**config.mk**
```make
export PLATFORM = sky130hd
export DESIGN_NAME = shift_pipe
export DESIGN_NICKNAME = d
export VERILOG_FILES = /design/src/rtl/shift_pkg.sv /design/src/rtl/shift_stage.sv /design/src/rtl/shift_pipe.sv
export SDC_FILE = /design/constraint.sdc
export NUM_CORES = 1
export LEC_CHECK = 0
export BUFFER_PORTS_ARGS = -buffer_cell sky130_fd_sc_hd__buf_2
export CORE_MARGIN = 1
export CORE_UTILIZATION = 50
export CTS_CLUSTER_SIZE = 8
export DETAILED_ROUTE_END_ITERATION = 8
export PLACE_DENSITY_LB_ADDON = 0.12
export SLEW_MARGIN = 10
export SYNTH_ARGS = -nofsm -noshare
export SYNTH_HDL_FRONTEND = slang
export SYNTH_HIERARCHICAL = 1
export SYNTH_SLANG_ARGS = --single-unit
```
**constraint.sdc**
```tcl
create_clock -name clk -period 4.5 [get_ports clk]
set_input_delay 0.9 -clock clk [delete_from_list [all_inputs] [get_ports clk]]
set_output_delay 0.9 -clock clk [all_outputs]
set_load 0.01 [all_outputs]
```
**src/rtl/shift_pkg.sv**
```systemverilog
// Shared definitions for the pipelined barrel shifter: op codes, op legality,
// and the per-stage record that travels down the pipeline.
package shift_pkg;

  localparam int unsigned DATA_W  = 8;
  localparam int unsigned SHAMT_W = $clog2(DATA_W);
  localparam int unsigned OP_W    = 3;

  localparam logic [OP_W-1:0] OP_SLL = 3'b000;
  localparam logic [OP_W-1:0] OP_SRL = 3'b001;
  localparam logic [OP_W-1:0] OP_SRA = 3'b010;
  localparam logic [OP_W-1:0] OP_ROL = 3'b011;
  localparam logic [OP_W-1:0] OP_ROR = 3'b100;

  // One pipeline slot: payload plus the sidebands each log stage needs
  typedef struct packed {
    logic                 valid;
    logic [OP_W-1:0]      op;
    logic [SHAMT_W-1:0]   shamt;
    logic [DATA_W-1:0]    data;
    logic                 carry;
    logic                 fill;
    logic                 err;
  } stage_t;

  function automatic logic op_legal(input logic [OP_W-1:0] op);
    return (op <= OP_ROR);
  endfunction

endpackage

```
**src/rtl/shift_stage.sv**
```systemverilog
// One log stage of the barrel shifter: conditionally moves the record's data
// by 2^STAGE and updates the running carry. Purely combinational.
module shift_stage
  import shift_pkg::*;
#(
  parameter int unsigned WIDTH = DATA_W,
  parameter int unsigned STAGE = 0
) (
  input  stage_t src,
  output stage_t dst
);

  localparam int unsigned SH = 1 << STAGE;

  logic [2*WIDTH-1:0] sra_ext;

  always_comb begin
    dst     = src;
    // SRA fill comes from the original operand MSB, not the current data
    sra_ext = {{WIDTH{src.fill}}, src.data} >> SH;
    if (!src.err && src.shamt[STAGE]) begin
      case (src.op)
        OP_SLL: begin
          dst.data  = src.data << SH;
          dst.carry = src.data[WIDTH-SH];
        end
        OP_SRL: begin
          dst.data  = src.data >> SH;
          dst.carry = src.data[SH-1];
        end
        OP_SRA: begin
          dst.data  = sra_ext[WIDTH-1:0];
          dst.carry = src.data[SH-1];
        end
        OP_ROL: begin
          dst.data  = (src.data << SH) | (src.data >> (WIDTH-SH));
          dst.carry = src.data[WIDTH-SH];
        end
        OP_ROR: begin
          dst.data  = (src.data >> SH) | (src.data << (WIDTH-SH));
          dst.carry = src.data[SH-1];
        end
        default: ;
      endcase
    end
  end

endmodule

```
**src/rtl/shift_pipe.sv**
```systemverilog
// Pipelined barrel shifter, one register per log stage, with a single global
// advance for valid/ready back-pressure.
module shift_pipe
  import shift_pkg::*;
#(
  parameter  int unsigned WIDTH = DATA_W,
  localparam int unsigned SHW   = $clog2(WIDTH)
) (
  input  logic             clk,
  input  logic             rst,
  input  logic             in_valid,
  output logic             in_ready,
  input  logic [WIDTH-1:0] in_data,
  input  logic [SHW-1:0]   in_shamt,
  input  logic [2:0]       in_op,
  output logic             out_valid,
  input  logic             out_ready,
  output logic [WIDTH-1:0] out_data,
  output logic             out_carry,
  output logic             out_err
);

  logic   advance;
  stage_t head;
  stage_t nxt [SHW];
  stage_t rec [SHW];
  stage_t last;
  logic   unused_last;

  // Whole pipe moves or whole pipe holds; no bubble squeezing
  assign advance  = ~out_valid | out_ready;
  assign in_ready = advance;

  // Operand entering stage 0
  always_comb begin
    head       = '0;
    head.valid = in_valid & advance;
    head.op    = in_op;
    head.shamt = SHAMT_W'(in_shamt);
    head.data  = DATA_W'(in_data);
    head.fill  = in_data[WIDTH-1];
    head.err   = ~op_legal(in_op);
  end

  for (genvar k = 0; k < SHW; k++) begin : g_stage
    if (k == 0) begin : g_first
      shift_stage #(.WIDTH(WIDTH), .STAGE(k)) u_stage (.src(head), .dst(nxt[k]));
    end else begin : g_rest
      shift_stage #(.WIDTH(WIDTH), .STAGE(k)) u_stage (.src(rec[k-1]), .dst(nxt[k]));
    end
  end

  always_ff @(posedge clk) begin
    for (int k = 0; k < SHW; k++) begin
      if (rst) begin
        rec[k] <= '0;
      end else if (advance) begin
        rec[k] <= nxt[k];
      end
    end
  end

  assign last        = rec[SHW-1];
  assign out_valid   = last.valid;
  assign out_data    = WIDTH'(last.data);
  assign out_carry   = last.carry;
  assign out_err     = last.err;
  assign unused_last = ^{last.op, last.shamt, last.fill};

endmodule

```
After elaboration in Yosys (flattened, before gate mapping)
Memory sizes are Yosys's and may differ from the RTL's.
Cells that the tools add are included.
{"block": "totals", "regBits": 0, "ramBits": 54, "in_bits": 18, "output_inout_bits": 12, "memories": 1}
{"name": "rec", "words": 3, "word_bits": 18, "read_ports": 3, "rd_ports_with_merged_regs": 0, "wr": 3, "line_no": "shift_pipe.sv:26", "source": "stage_t rec [SHW];"}
{"block": "classes", "order_cmp": 1, "n_eq_ne": 12, "n_mux": 14, "n_bitwise": 12, "n_reduce_logical": 8}
{"operator": "$pmux W9 S5", "count": 3}
{"operator": "$mux W18", "count": 3}
{"operator": "$mux W9", "count": 3}
{"operator": "$eq A3 B2 Y1 const B", "count": 6}
{"operator": "$eq A3 B1 Y1 const B", "count": 3}
{"operator": "$eq A3 B3 Y1 const B", "count": 3}
{"operator": "$logic_not A3 Y1", "count": 3}
{"operator": "$or A6 B8 Y8", "count": 1}
{"operator": "$or A7 B8 Y8", "count": 1}
{"operator": "$or A8 B1 Y8", "count": 1}
{"operator": "$or A8 B2 Y8", "count": 1}
{"operator": "$or A8 B4 Y8", "count": 1}
{"operator": "$mux W1", "count": 5}
{"operator": "$or A1 B1 Y1", "count": 4}
{"operator": "$le A3 B3 Y1 const B", "count": 1}
{"operator": "$logic_and A1 B1 Y1", "count": 3}
{"operator": "$logic_not A1 Y1", "count": 2}
{"operator": "$not A1 Y1", "count": 2}
{"operator": "$and A1 B1 Y1", "count": 1}

Longest topological paths before layout
An unclocked memory read counts as a cell.
{"block": "logic_depth", "depth_word": 7, "ltp_mapped": 8}

Modules after synthesis
Netlist, hierarchy kept.
{"module": "shift_pipe", "instances": 1, "cells_each": 111, "area_per_inst_um2": 2140.8, "seq_area_each_um2": 1411.4}
{"module": "shift_stage (g_stage[1].g_rest.u_stage)", "instances": 1, "cells_each": 61, "area_per_inst_um2": 486.7, "seq_area_each_um2": 0.0}
{"module": "shift_stage (g_stage[0].g_first.u_stage)", "instances": 1, "cells_each": 58, "area_per_inst_um2": 414.1, "seq_area_each_um2": 0.0}
{"module": "shift_stage (g_stage[2].g_rest.u_stage)", "instances": 1, "cells_each": 43, "area_per_inst_um2": 317.8, "seq_area_each_um2": 0.0}

Worst setup path before layout
No wires, ideal clock.
{"block": "synth_path", "path_kind": "input to register", "from": "in out_ready", "to": "mem rec[0][0] in the netlist's numbering (enable)", "t_arrival_ps": 2297, "required_ps": 4088, "slack_ps": 1791, "cell_stages": 4, "cell_sequence": "nor2b_1 -> buf_6 -> buf_6 -> nand2b_1"}
{"item": "start: declaration", "line_no": "shift_pipe.sv:17", "source": "input logic out_ready,"}
{"item": "end: declaration", "line_no": "shift_pipe.sv:26"}

==> metrics.md <==
| Metric | Value |
|---|---|
| Initial Util | 52.7% |
| Worst-path maximum fanout | 16 |
| CTS clk-pin slew, worst paths | 80 ps |
| Initial antenna violation count | 0 |
| PortBufs | 29 |
| Num CTS Buffers | 5 |
| Core area | 5990 um^2 |
| Nature of the critical path endpoint | register |
| RSZ-0062 raised after global routing | false |
| Fin util | 53.6% |
| Vias post-DR | 1,855 |
| DRC Markers | 0 |
| Site row count | 28 |
| Total routed wirelength | 5110 um |
| Ys Warns | 6 |
| Slew headroom | 30.4% |
| Die area | 6630 um^2 |
| Post-Synthesis Cells | 257 |
| Setup tns final | 0 ps |
| Final ANT Viol Nets | 0 |
| Worst Hold Class | register to register |
| CP Buf/Inv Count | 1 |
| Die Y-Extent | 81.5 um |
| Largest stage delay on the critical path | 520 ps |
| N_diodes | 0 |
| Postcts setup bufs | 0 |
| Final setup skew | 5.21 ps |
| Fillers | 515 |
| Largest net degree at the start of global routing | 46 |
| Max-cap viol count | 0 |
| Syn Nets | 275 |
| Worst vdd rail ir drop | 0.000124 V |
| Worst-skew pair later-pin latency | 290 ps |
| H-tree depth | 2 |
| Sink Count | 44 |
| 1st-iter DRT viols | 75 |
| Final period util | 50.8% |
| Nets | 274 |
| # IOs | 30 |
| CTS Hold Bufs | 0 |
| Via/cell ratio | 5.59 |
| Post-cts sizing count | 0 |
| Final slew viol count | 0 |
| DPL Wire Length | 3340 um |
| Clock root cell | clkbuf_8 |
| Critical path class | input pin to register |
| Max Clk Rate | 438 MHz |
| Synth-to-Final Area Change | 1.70% |
| Final Hold Viols | 0 |
| Leakage | 1.22 nW |
| Die width | 81.5 um |
| Total grt overflow | 0 |
| Worst EP arrival | 2310 ps |
| First-pass GRT wire length | 8630 um |
| Worst Tran Pin Value | 1040 ps |
| Clock Path Buffers | 2 |
| Top flop regs | rec x44 |
| Vias in the first global route | 1,734 |
| Share of cells above drive strength 1 | 39.3% |
| PwrDens | 311 nW/um^2 |
| Pre-antenna DRT Iters | 4 |
| WL per Instance | 15.4 um |
| Setup violators final | 0 |
| Clock period minus final worst setup slack | 2290 ps |
| CTS tree | yes |
| Slowest cell on the critical path | and3b_1 |
| Largest delay share family, worst path | simple AND/OR/NAND/NOR gates |
| Gr usage total | 17.2% |
| Critical path required time | 4530 ps |
| Worst-path cell chain | buf_2 > o21a_1 > and3b_1 > nand2_1 > o22a_1 > nor3b_2 |
| Run status | complete, no violations |
| Post-synthesis cell area | 3160 um^2 |
| Synthesized area per cell | 12.3 um^2 |
| GP Congestion | 0.811 |
| Crit start category | input pin |
| Number of flip-flops in the largest register | 44 |
| Register bank with the most flops | rec |
path summary, 6_finish.rpt:
path	startpoint	to	slack, ps	cells after the start
max	in_op[0]	rec[0][10]$_SDFFCE_PN0P_	2210	6
min	rec[0][17]$_SDFFCE_PN0P_	rec[1][17]$_SDFFCE_PN0P_	570	1
max reg2reg	rec[0][15]$_SDFFCE_PN0P_	rec[1][2]$_SDFFCE_PN0P_	2410	4
min reg2reg	rec[0][17]$_SDFFCE_PN0P_	rec[1][17]$_SDFFCE_PN0P_	570	1
report_power, final:
part | leakage, nW | total [mW] | internal [mW] | switching, mW
logic | 0.647 | 0.188 | 0.0941 | 0.0942
registers | 0.518 | 0.515 | 0.489 | 0.0260
clock network | 0.0552 | 0.296 | 0.165 | 0.131
total | 1.22 | 0.999 | 0.747 | 0.251
placed cells by master, fill, tap and decap left out, types with 2 or more instances in the layout:
cell       count
a31oi_1        9
and3b_2        2
nand2_1        4
a32oi_1        5
nor3b_2       45
mux2_4         4
o21ai_0        6
a2bb2oi_1      6
a21oi_1       20
inv_1          5
buf_2         29
clkbuf_8       5
nor2b_1        8
buf_4          3
nor2_1        13
edfxtp_1      44
nand3b_1       6
o211ai_1       6
mux2i_1        8
o22a_1         2
o22ai_1        2
final cells by class:
class                           instances  area, um^2  area share, %
Tap cell                               75        93.8           2.92
Clock inverter                          2        35.0           1.09
Timing Repair Buffer                   32         168           5.22
Clock buffer                            6        72.6           2.26
Multi-Input combinational cell        168        1500           46.8
Inverter                                5        18.8          0.585
Sequential cell                        44        1320           41.2
per-layer routing:
layer / global-route usage, % / vias to the layer above / routed length, um
li1: - / 945 / -
met1: 22.3 / 858 / 2320
met2: 28.0 / 43 / 2500
met3: 4.00 / 9 / 201
met4: 6.07 / 0 / 101
met5: 0 / - / 0
stage by stage:
stage               power, mW  hold WS (ps)  worst slack (ps)  cell area [um^2]  std cells
detailed placement      0.712           549              1920              3100        324
CTS                      1.01           569              2220              3210        332
global placement        0.711           550              1950              3100        324
global route             1.05           606              2130              3210        332
finish                  0.999           568              2210              3210        332
floorplan               0.687           630              1860              3160        257
(Power assumes the default switching activity.)
